**config.mk**
```make
export PLATFORM = sky130hd
export DESIGN_NAME = debounce_bank
export DESIGN_NICKNAME = d
export VERILOG_FILES = /design/src/rtl/debounce_bank.sv
export SDC_FILE = /design/constraint.sdc
export NUM_CORES = 1
export LEC_CHECK = 0
export BUFFER_PORTS_ARGS = -buffer_cell sky130_fd_sc_hd__buf_2
export CAP_MARGIN = 10
export CORE_MARGIN = 3
export CORE_UTILIZATION = 30
export DETAILED_ROUTE_END_ITERATION = 6
export PLACE_DENSITY = 0.47
export SYNTH_ARGS = -nofsm -noshare
export SYNTH_HDL_FRONTEND = slang
export SYNTH_SLANG_ARGS = --single-unit
```
**constraint.sdc**
```tcl
create_clock -name clk -period 3.5 [get_ports clk]
set_input_delay 0.525 -clock clk [delete_from_list [all_inputs] [get_ports clk]]
set_output_delay 0.525 -clock clk [all_outputs]
set_load 0.005 [all_outputs]
```
**src/rtl/debounce_bank.sv**
```systemverilog
// debounce_bank: per-channel synchronise, slowref-qualified debounce, press/release pulses, long-press hold
module debounce_bank #(
  parameter int NCH         = 8,
  parameter int SAMPLES     = 3,
  parameter int HOLD_TICKS  = 16,
  parameter int IDLE_LEVEL  = 1,
  parameter int SYNC_STAGES = 2
) (
  input  logic           clk,
  input  logic           reset,
  input  logic           slowref,
  input  logic [NCH-1:0] pbsig,
  output logic [NCH-1:0] clean,
  output logic [NCH-1:0] press,
  output logic [NCH-1:0] rel,
  output logic [NCH-1:0] hold
);
  localparam int   SW   = $clog2(SAMPLES);
  localparam int   HW   = $clog2(HOLD_TICKS + 1);
  localparam logic IDLE = IDLE_LEVEL[0];
  for (genvar i = 0; i < NCH; i++) begin : g_ch
    logic [SYNC_STAGES-1:0] sr;
    logic [SW-1:0]          scnt;
    logic [HW-1:0]          hcnt;
    logic                   c, p, r, h, s, flip, nc;
    assign s    = sr[SYNC_STAGES-1];
    assign flip = slowref && s != c && scnt == SW'(SAMPLES - 1);
    assign nc   = flip ? s : c;
    assign clean[i] = c;
    assign press[i] = p;
    assign rel[i]   = r;
    assign hold[i]  = h;
    // the press strobe itself is not counted: c is still idle on that edge
    always_ff @(posedge clk or posedge reset)
      if (reset) begin
        sr   <= {SYNC_STAGES{IDLE}};
        scnt <= '0;
        hcnt <= '0;
        c    <= IDLE;
        p    <= 1'b0;
        r    <= 1'b0;
        h    <= 1'b0;
      end else begin
        sr <= {sr[SYNC_STAGES-2:0], pbsig[i]};
        p  <= flip && s != IDLE;
        r  <= flip && s == IDLE;
        if (slowref) begin
          c    <= nc;
          scnt <= (s == c || flip) ? '0 : scnt + 1'b1;
          hcnt <= nc == IDLE ? '0 : (c != IDLE && !h) ? hcnt + 1'b1 : hcnt;
          h    <= nc != IDLE && (h || (c != IDLE && hcnt == HW'(HOLD_TICKS - 1)));
        end
      end
  end
endmodule
```
; Word level (Yosys, flattened, before mapping)
; Index checks and enable logic that the tools add are counted.
[word_totals]
register_bits = 104
input_bits = 11
out_inout_bits = 32
elab_cells = 256
[classes]
add_sub_neg = 16
eq_ne = 32
mux = 32
n_bitwise = 24
n_reduce_logical = 96
[ops]
columns = cell, n
row1 = $mux 5, 16
row2 = $logic_and 1x1->1, 56
row3 = $add 5x1->5 const B, 8
row4 = $eq 5x4->1 const B, 8
row5 = $not 1->1, 24
row6 = $add 2x1->2 const B, 8
row7 = $eq 2x2->1 const B, 8
row8 = $logic_or 1x1->1, 16
row9 = $mux 2, 8
row10 = $reduce_and 2->1, 8
row11 = $reduce_bool 2->1, 8
row12 = $eq 1x1->1, 8
row13 = $logic_not 1->1, 8
row14 = $mux 1, 8
row15 = $ne 1x1->1, 8

; Logic depth before layout (Yosys ltp)
; Gate-level depths: netlist (run 1).
[logic_depth]
word_depth = 6
ltp_mapped = 5
depth_no_buf = 5

; Least setup slack after synthesis (run 1)
; Ideal clock, no wire load.
[synth_timing]
path_kind = reg2reg
startpoint = reg g_ch[2].scnt[0]
endpoint = reg g_ch[2].hcnt[1]
setup_ps = 78
t_arrival_ps = 1429
required_time_ps = 3422
setup_slack_ps = 1993
path_stages_with_launch = 6
path_buffers = 0
period_less_slack_ps = 1507
path_cell_list = dfrtp_1 inv_1 ha_1 and2_1 or4b_4 o2bb2ai_1
[synth_via]
elab_chain_cells = 5
elab_cells_between_ends = 6
cone_classes = 1 x eq/ne / 2 x mux / 3 x reduce/logical
[synth_lines]
columns = item, line_no
row1 = start: declaration, 23  ; logic [SW-1:0] scnt;
row2 = start signal: assignment, 49  ; scnt <= (s == c || flip) ? '0 : scnt + 1'b1;
row3 = $eq 2x2->1 *, 27  ; assign flip = slowref && s != c && scnt == SW'(SAMPLES - 1);
row4 = $logic_and 1x1->1 *, 27
row5 = $mux 1 *, 28  ; assign nc = flip ? s : c;
row6 = $reduce_bool 2->1 (no line), --
row7 = $reduce_and 2->1 (no line), --
row8 = end signal: assignment, 50  ; hcnt <= nc == IDLE ? '0 : (c != IDLE && !h) ? hcnt + 1'b1 : hcnt;
row9 = end: declaration, 24  ; logic [HW-1:0] hcnt;
; Every way passes the cells marked *; elsewhere a longest branch is shown, timed or not.
; A chain may end at the register's enable or synchronous reset.

; Final worst setup path (run 1)
[layout_timing]
startpoint = reg g_ch[6].scnt[0]
endpoint = reg g_ch[6].hcnt[1]
[layout_via]
elab_chain_cells = 5
elab_cells_between_ends = 6
cone_classes = 1 x eq/ne / 2 x mux / 3 x reduce/logical
[layout_lines]
columns = item, line_no
row1 = start: declaration, 23
row2 = start signal: assignment, 49
row3 = $eq 2x2->1 *, 27
row4 = $logic_and 1x1->1 *, 27
row5 = $mux 1 *, 28
row6 = $reduce_bool 2->1 (no line), --
row7 = $reduce_and 2->1 (no line), --
row8 = end signal: assignment, 50
row9 = end: declaration, 24
; Marks and branches as above.

==> results of run 1 <==
-- cells in the final DEF, fill, tap and decap left out, types with 6 or more instances in the layout --
cell type	instances
dfrtp_1	80
inv_1	42
buf_2	42
nand2b_1	38
ha_1	24
dfstp_2	24
nand2_1	17
and3_1	15
o21ai_0	13
a22o_1	12
o22ai_1	11
nor2_1	11
nor3_1	10
xor2_1	10
mux2_2	10
o2bb2ai_1	10
nand3_1	10
clkbuf_16	9
a31oi_1	8
a21o_1	8
and2_1	7
a21oi_1	7
mux2i_1	6
-- through the flow --
step	setup WS, ps	util	instance area [sq um]	std cells	hold WS (ps)
after floorplan	283	-	5090	460	345
after global routing	1700	0.338	5600	697	248
after CTS	1820	0.338	5600	697	254
after detailed placement	1640	0.321	5320	681	347
final	1830	0.338	5600	697	265
after global placement	1650	0.321	5320	681	346
-- cell usage after synthesis, types with 5 or more instances --
master	number	area, sq um
a21oi_1	7	35.0
and2_1	7	43.8
mux2i_1	6	60.1
dfrtp_1	80	2000
nor3_1	10	50.1
a22o_1	12	105
o22ai_1	11	68.8
inv_1	43	161
nand2_1	17	63.8
nor2_1	11	41.3
mux2_2	10	113
nand3_1	10	50.1
buf_4	33	248
and3_1	15	93.8
ha_1	24	300
o2bb2ai_1	10	87.6
buf_2	5	25.0
a31oi_1	8	50.1
nand2b_1	38	238
dfstp_2	24	631
o21ai_0	13	65.1
xor2_1	10	87.6
a21o_1	8	60.1
-- layout make-up --
| cell class | count | area, sq um |
|---|---|---|
| repair buffers | 44 | 250 |
| well taps | 220 | 275 |
| flip-flops and latches | 104 | 2630 |
| multi-input cells | 270 | 2000 |
| clock buffers | 11 | 243 |
| clock inverters | 5 | 33.8 |
| inverters | 43 | 164 |
| fillers | 1722 | 11000 |
-- worst paths after layout --
check	startpoint	to	slack (ps)	cells past startpoint
setup / recovery	g_ch[6].scnt[0]	g_ch[6].hcnt[1]	1830	5
hold / removal	pbsig[2]	g_ch[2].sr[0]	270	1
setup reg to reg	g_ch[6].scnt[0]	g_ch[6].hcnt[1]	1830	5
hold reg to reg	g_ch[4].sr[0]	g_ch[4].sr[1]	360	0
max in group asynchronous	reset	g_ch[3].c	2440	3
min in group asynchronous	reset	g_ch[7].r	300	2
-- per-layer routing --
layer | GRT usage | vias to the layer above | share of wire
met3 | 0.0329 | 12 | 0.047
li1 | - | 1585 | -
met1 | 0.130 | 1578 | 0.47
met5 | 0 | - | 0
met2 | 0.171 | 41 | 0.47
met4 | 0.0420 | 0 | 0.016
-- cell families (layout without fill, tap and decap cells) --
group                      Yosys count  after routing  share of synthesized area
and+or+nand+nor                    125            125                      0.140
adders and majority gates           24             24                     0.0590
buffers and inverters               86            103                     0.0904
AOI/OAI and AO/OA                   90             90                      0.132
xor gates and xnor gates            14             14                     0.0241
muxes                               17             17                     0.0369
DFF                                104            104                      0.517
-- worst register-to-register path, delay by kind of cell (launching register included) --
| family | cells | cell delay, ps |
|---|---|---|
| AOI/OAI and AO/OA | 2 | 800 |
| DFF | 1 | 350 |
| adders and majority gates | 1 | 230 |
| and+or+nand+nor | 1 | 180 |
| buffers and inverters | 1 | 60 |
-- power groups by stage --
| stage | clock network [mW] | registers [mW] | logic, mW |
|---|---|---|---|
| floorplan | 0 | 1.77 | 1.03 |
| global placement | 0 | 1.86 | 1.13 |
| detailed placement | 0 | 1.87 | 1.17 |
| CTS | 0.997 | 1.85 | 1.18 |
| global route | 1.05 | 1.90 | 1.33 |
| finish | 0.959 | 1.85 | 1.16 |
-- flip-flops by register name (all words and copies together), names as in the netlist --
register   flops
g_ch.scnt     16
g_ch.hcnt     40
g_ch.r         8
g_ch.h         8
g_ch.c         8
g_ch.sr       16
g_ch.p         8
==> results.py, run 1 <==
metrics = {
    "routing": {
        "routedWlPerCell_microns": 13.1,
        "drt-total-wl_mm": 9.13,
        "vias": 3216,
        "vias_per_cell": 4.61,
        "dr.pass1.iters": 4,
        "remaining_drc_errors": 0,
        "drtIter0Drc": 230,
        "postRouteAntennaNets": 0,
    },
    "sta": {
        "setup_violations": 0,
        "tns_ps": 0,
        "rsz0062_at_grt": "no",
        "worst_pin_slew_ps": 698,
        "final_hold_viol_count": 0,
        "relSlewSlack": 0.534,
        "fmax_mhz": 597,
        "maxSlewViolCount": 0,
        "period_minus_slack_ps": 1680,
        "period_share": 0.479,
        "finClkSkew_ps": 9.30,
    },
    "worst_setup_path": {
        "path_delay_family": "compound AO/OA/AOI/OAI gates",
        "crit_arrival_ps": 1960,
        "required_ps": 3780,
        "path_max_fanout": 5,
        "path_buf_inv": 1,
        "path_class": "flip-flop to flip-flop",
        "critPathSlowestCell": "o31ai_1",
        "worst_path_largest_cell_delay_ps": 560,
        "start_kind": "flip-flop",
        "crit_path_end_kind": "flip-flop",
        "path_cells": "inv_1 -> ha_1 -> and2_1 -> o31ai_1 -> a22o_1",
    },
    "status": {
        "status": "finished clean",
    },
    "yosys": {
        "synth_edf_count": 0,
        "synth-seq-cells": 104,
        "ys_types": 43,
        "synth_nets": 495,
        "syn_avg_cell_area_sq_um": 11.1,
        "yosysWarnings": 0,
        "ys_seq_area_frac": 0.517,
        "async_flop_share": 1.00,
        "synthFlopType": "dfrtp_1",
        "syn_inst": 460,
        "netlist_area_sq_um": 5090,
    },
    "global_routing": {
        "track_usage": 0.105,
        "grt_pass1_vias": 3259,
        "grt_max_degree": 90,
        "grt_pass1_wl_mm": 15.5,
        "overflow": 0,
        "antenna_found_initial": 0,
    },
    "power": {
        "fin_total_pwr_mw": 3.96,
        "clkPwrFrac": 0.242,
        "comb_power_share": 0.292,
        "max-vdd-ir-drop_mv": 0.253,
        "leakagePower_nw": 2.66,
        "power.density_nw_per_um2": 708,
        "p_switching_mw": 1.32,
        "p_int_mw": 2.64,
        "seqPwrFrac": 0.466,
        "switching_share": 0.333,
    },
    "floorplanning": {
        "row_count": 47,
        "dieWidth_microns": 136,
        "ios": 43,
        "start_util": 0.307,
        "die_y_microns": 136,
        "coreArea_sq_um": 16600,
        "die_area_sq_um": 18600,
    },
    "layout": {
        "drive_gt1_frac": 0.220,
        "n_antenna_cell": 0,
        "final_net_count": 507,
        "area_growth_pct": 9.93,
    },
    "cts": {
        "clock_path_buffers": 2,
        "cts_buffers": 9,
        "cts-hold-fix-buffers": 0,
        "cts_root_buffer": "clkbuf_16",
        "cts_tree": "done",
        "clock-sinks": 104,
        "cts-resized-gates": 0,
        "cts.clk_slew.worst_paths_ps": 70,
        "cts_setup_buffers": 0,
        "clk-insertion-delay-late_ps": 350,
        "cts-htree-levels": 3,
    },
    "placed_design": {
        "gp_congestion": 0.720,
        "port_buffers": 42,
        "hpwl_mm": 6.14,
    },
    "min_path": {
        "hp-class": "input port to flip-flop",
    },
    "job": {
        "cap_viol_max_count": 0,
    },
}
Power figures use the tool's default switching activity.
==> run 2, diff against run 1 <==
- PLACE_DENSITY: 0.47 -> 0.48
- clock period: 3.5 -> 1.5 ns (I/O delays scaled with it)
==> results.py, run 2 (synthesized netlist as in run 1, its figures left out) <==
metrics = {
    "status": {
        "status": "finished clean",
    },
    "worst_setup_path": {
        "crit_cells": 5,
        "critPathSlowestCell": "or4b_4",
        "path_cells": "inv_2 -> ha_4 -> and2_4 -> or4b_4 -> mux2i_1",
        "crit_arrival_ps": 1770,
        "start_kind": "flip-flop",
        "crit_path_end_kind": "flip-flop",
        "rr_startpoint": "g_ch[5].scnt[0]",
        "path_class": "flip-flop to flip-flop",
        "path_buf_inv": 1,
        "ff2ff_setup_slack_ps": 1,
        "startpoint": "g_ch[5].scnt[0]",
        "r2r-end": "g_ch[5].hcnt[0]",
        "required_ps": 1770,
        "path_delay_family": "simple AND/OR/NAND/NOR gates",
        "path_max_fanout": 4,
        "reg2reg_depth": 5,
        "endpoint": "g_ch[5].hcnt[0]",
        "worst_path_largest_cell_delay_ps": 510,
    },
    "layout": {
        "final_common_cell": "dfrtp_1",
        "n_antenna_cell": 0,
        "regMostFlops": "g_ch.hcnt",
        "drive_gt1_frac": 0.302,
        "layout_common_cells": "dfrtp_1 (80), buf_2 (42), inv_1 (38), nand2b_1 (38), buf_4 (25)",
        "final_net_count": 543,
        "largest_reg_flops": 40,
        "area_growth_pct": 19.1,
        "top_regs": "g_ch.hcnt: 40 flops, g_ch.scnt: 16 flops, g_ch.sr: 16 flops",
        "finalNonFillerCells": 733,
    },
    "placed_design": {
        "hpwl_mm": 6.39,
        "dp_cells": 701,
        "gp_congestion": 0.749,
        "port_buffers": 42,
    },
    "floorplanning": {
        "dieWidth_microns": 136,
        "die_area_sq_um": 18600,
        "ios": 43,
        "coreArea_sq_um": 16600,
        "start_util": 0.307,
        "die_y_microns": 136,
        "row_count": 47,
    },
    "cts": {
        "cts_root_buffer": "clkbuf_16",
        "clock_path_buffers": 2,
        "cts_tree": "done",
        "cts-htree-levels": 3,
        "clock-sinks": 104,
        "cts_buffers": 9,
        "cts.clk_slew.worst_paths_ps": 70,
        "clk-insertion-delay-late_ps": 350,
    },
    "routing": {
        "routedWlPerCell_microns": 12.6,
        "remaining_drc_errors": 0,
        "drt-total-wl_mm": 9.24,
        "drtIter0Drc": 123,
        "postRouteAntennaNets": 0,
        "dr.pass1.iters": 4,
        "vias_per_cell": 4.56,
        "vias": 3343,
    },
    "sta": {
        "rsz0062_at_grt": "yes",
        "maxSlewViolCount": 0,
        "relSlewSlack": 0.727,
        "worst_pin_slew_ps": 399,
        "final_hold_viol_count": 0,
        "period_share": 0.999,
        "setup_violations": 0,
        "finClkSkew_ps": 5.87,
        "period_minus_slack_ps": 1500,
        "fmax_mhz": 667,
    },
    "power": {
        "power.density_nw_per_um2": 1630,
        "fin_total_pwr_mw": 9.88,
        "max-vdd-ir-drop_mv": 0.628,
        "leakagePower_nw": 2.86,
    },
    "global_routing": {
        "antenna_found_initial": 0,
        "track_usage": 0.106,
        "grt_pass1_wl_mm": 15.7,
        "grt_pass1_vias": 3403,
        "overflow": 0,
        "grt_max_degree": 51,
    },
    "job": {
        "cap_viol_max_count": 0,
    },
    "min_path": {
        "worstHoldStart": "slowref",
        "hp-class": "input port to flip-flop",
    },
}
run 2: metal layers:
layer / part of all wire / vias to the layer above / global-route usage
met5: 0 / - / 0
met4: 0.014 / 0 / 0.0370
met3: 0.041 / 9 / 0.0389
met2: 0.48 / 39 / 0.171
met1: 0.46 / 1632 / 0.130
li1: - / 1663 / -
run 2: final cells by class:
| cell class | instances | area (sq um) |
|---|---|---|
| flip-flops and latches | 104 | 2630 |
| well taps | 220 | 275 |
| fillers | 1644 | 10500 |
| clock buffers | 13 | 240 |
| inverters | 43 | 165 |
| repair buffers | 80 | 568 |
| clock inverters | 3 | 42.5 |
| multi-input cells | 270 | 2140 |
run 2: what timing repair did:
| item | CTS | global route |
|---|---|---|
| gates resized for setup | 13 | 19 |
| endpoints found under the setup margin | 22 | 38 |
| pin swaps | 6 | 8 |
| endpoints found under the hold margin | 16 | 0 |
| hold buffers | 9 | 0 |
| gates cloned | 0 | 0 |
| buffers inserted | 6 | 1 |
run 2: how the worst min path moves through the flow:
stage,to,slack (ps),depth (start not counted)
floorplan,g_ch[0].sr[0],230,0
global placement,g_ch[7].hcnt[1],240,2
detailed placement,g_ch[7].hcnt[1],250,2
CTS,g_ch[7].r,260,4
global route,g_ch[7].r,280,4
finish,g_ch[7].r,270,4
run 2: worst reg2reg max path: cells and delay by family, from the launching register on:
family | cells | cell delay (ps)
buffers and inverters | 1 | 60
muxes | 1 | 160
and+or+nand+nor | 2 | 670
adders and majority gates | 1 | 160
DFF | 1 | 370
run 2: where the power goes:
group	switching (mW)	leakage, nW	internal, mW
clock network	1.01	0.134	1.30
registers	0.679	1.33	3.62
logic	1.53	1.40	1.74
run 2: metrics by stage:
stage                     setup TNS [ps]  cell area, sq um  utilization  hold WS (ps)  setup WS [ps]
after floorplan                        0              5100            -           229           8.14
after global placement              -212              5500        0.332           244          -51.4
after detailed placement            -871              5500        0.332           248          -97.3
after CTS                          -91.6              5980        0.360           261          -34.8
after global routing                -314              6060        0.366           283          -64.0
final                                  0              6060        0.366           274           1.27
==> run 3, diff against run 2 <==
- CORE_UTILIZATION: 30 -> 40
- PLACE_DENSITY: 0.48 -> 0.6
==> results.py, run 3 (synthesized netlist as in run 1, its figures left out) <==
metrics = {
    "sta": {
        "fin_ws_ps": 6.20,
        "period_minus_slack_ps": 1490,
        "worst_pin_slew_ps": 383,
        "tns_ps": 0,
        "setup_violations": 0,
        "final_hold_viol_count": 0,
        "holdWs_ps": 305,
        "period_share": 0.996,
        "fmax_mhz": 669,
        "finClkSkew_ps": 7.59,
        "rsz0062_at_grt": "yes",
        "maxSlewViolCount": 0,
        "relSlewSlack": 0.738,
    },
    "placed_design": {
        "port_buffers": 42,
        "dp_slack_ps": -111,
        "placed_cell_area_sq_um": 5380,
        "gp_congestion": 0.779,
        "hpwl_mm": 5.96,
    },
    "global_routing": {
        "overflow": 0,
        "grt_pass1_vias": 3421,
        "grt_max_degree": 79,
        "antenna_found_initial": 0,
        "track_usage": 0.138,
        "grt_pass1_wl_mm": 16.0,
    },
    "layout": {
        "layout_common_cells": "dfrtp_1 (80), buf_2 (42), inv_1 (38), nand2b_1 (38), dfstp_2 (24)",
        "final_common_cell": "dfrtp_1",
        "largest_reg_flops": 40,
        "final_net_count": 536,
        "final_cell_area_sq_um": 5970,
        "n_antenna_cell": 0,
        "drive_gt1_frac": 0.311,
        "area_growth_pct": 17.2,
        "top_regs": "g_ch.hcnt: 40 flops, g_ch.scnt: 16 flops, g_ch.sr: 16 flops",
        "regMostFlops": "g_ch.hcnt",
    },
    "cts": {
        "cts-htree-levels": 3,
        "cts_root_buffer": "clkbuf_16",
        "cts.clk_slew.worst_paths_ps": 70,
        "cts_buffers": 9,
        "clock_path_buffers": 2,
        "clk-insertion-delay-late_ps": 350,
        "cts_tree": "done",
        "clock-sinks": 104,
    },
    "power": {
        "max-vdd-ir-drop_mv": 0.934,
        "leakagePower_nw": 2.83,
        "power.density_nw_per_um2": 1640,
        "fin_total_pwr_mw": 9.79,
    },
    "floorplanning": {
        "ios": 43,
        "row_count": 40,
        "die_area_sq_um": 14100,
        "die_y_microns": 119,
        "start_util": 0.417,
        "coreArea_sq_um": 12200,
        "dieWidth_microns": 119,
    },
    "worst_setup_path": {
        "start_kind": "flip-flop",
        "required_ps": 1760,
        "crit_path_end_kind": "flip-flop",
        "ff2ff_setup_slack_ps": 6,
        "rr_startpoint": "g_ch[5].scnt[1]",
        "crit_arrival_ps": 1760,
        "path_class": "flip-flop to flip-flop",
        "startpoint": "g_ch[5].scnt[1]",
        "r2r-end": "g_ch[5].hcnt[0]",
        "reg2reg_depth": 4,
        "path_max_fanout": 4,
    },
    "routing": {
        "routedWlPerCell_microns": 13.0,
        "drtIter0Drc": 225,
        "remaining_drc_errors": 0,
        "vias_per_cell": 4.99,
        "vias": 3358,
        "drt-total-wl_mm": 8.77,
        "dr.pass1.iters": 4,
        "postRouteAntennaNets": 0,
    },
    "job": {
        "cap_viol_max_count": 0,
    },
    "status": {
        "status": "finished clean",
    },
    "min_path": {
        "hp-class": "input port to flip-flop",
        "worstHoldStart": "slowref",
        "holdPathStages": 4,
        "hold_end": "g_ch[7].r",
    },
}
==> run 3: final cells by class <==
| cell class | count | area [sq um] |
|---|---|---|
| Multi-Input combinational cell | 270 | 2160 |
| Inverter | 43 | 165 |
| Sequential cell | 104 | 2630 |
| Clock inverter | 2 | 12.5 |
| Timing Repair Buffer | 73 | 510 |
| Fill cell | 1148 | 6240 |
| Clock buffer | 13 | 280 |
| Tap cell | 168 | 210 |
==> run 3: worst max path at each step <==
stage                            to  slack [ps]  depth (start not counted)
CTS                 g_ch[2].hcnt[0]         -30                          5
detailed placement  g_ch[1].hcnt[0]        -110                          5
global placement    g_ch[0].hcnt[2]         -30                          5
finish              g_ch[5].hcnt[0]           6                          4
floorplan           g_ch[2].hcnt[2]           8                          4
global route        g_ch[2].hcnt[0]         -60                          5
==> run 3: worst max-delay path, stage by stage, from the launching register on <==
cell and delay (ps):
dfrtp_1 410, ha_4 180, and2_4 160, or4b_4 520
mux2i_1 150
==> run 3: repair_timing <==
action | in CTS | in global routing
pin swaps | 9 | 7
setup buffers | 5 | 1
hold endpoints to repair | 18 | 0
cloned | 0 | 0
endpoints found under the setup margin | 28 | 37
hold buffers | 9 | 0
gates resized for setup | 17 | 24
==> run 3: per-layer routing <==
metal | track usage | vias up | routed length (microns)
met5 | 0 | - | 0
met2 | 0.229 | 45 | 4410
met1 | 0.169 | 1659 | 3840
met4 | 0.0348 | 0 | 88
li1 | - | 1649 | -
met3 | 0.0541 | 5 | 424
==> run 3: through the flow <==
step           utilization  instances
2_1_floorplan            -        460
3_3_place_gp         0.441        643
3_5_place_dp         0.441        643
4_1_cts              0.481        672
5_1_grt              0.489        673
6_report             0.489        673
==> run 3: where the power goes <==
part	internal, mW	leakage (nW)	switching (mW)	total, mW
Sequential	3.62	1.33	0.692	4.32
Clock	1.29	0.144	0.978	2.27
Combinational	1.69	1.36	1.51	3.20
Total	6.61	2.83	3.17	9.79
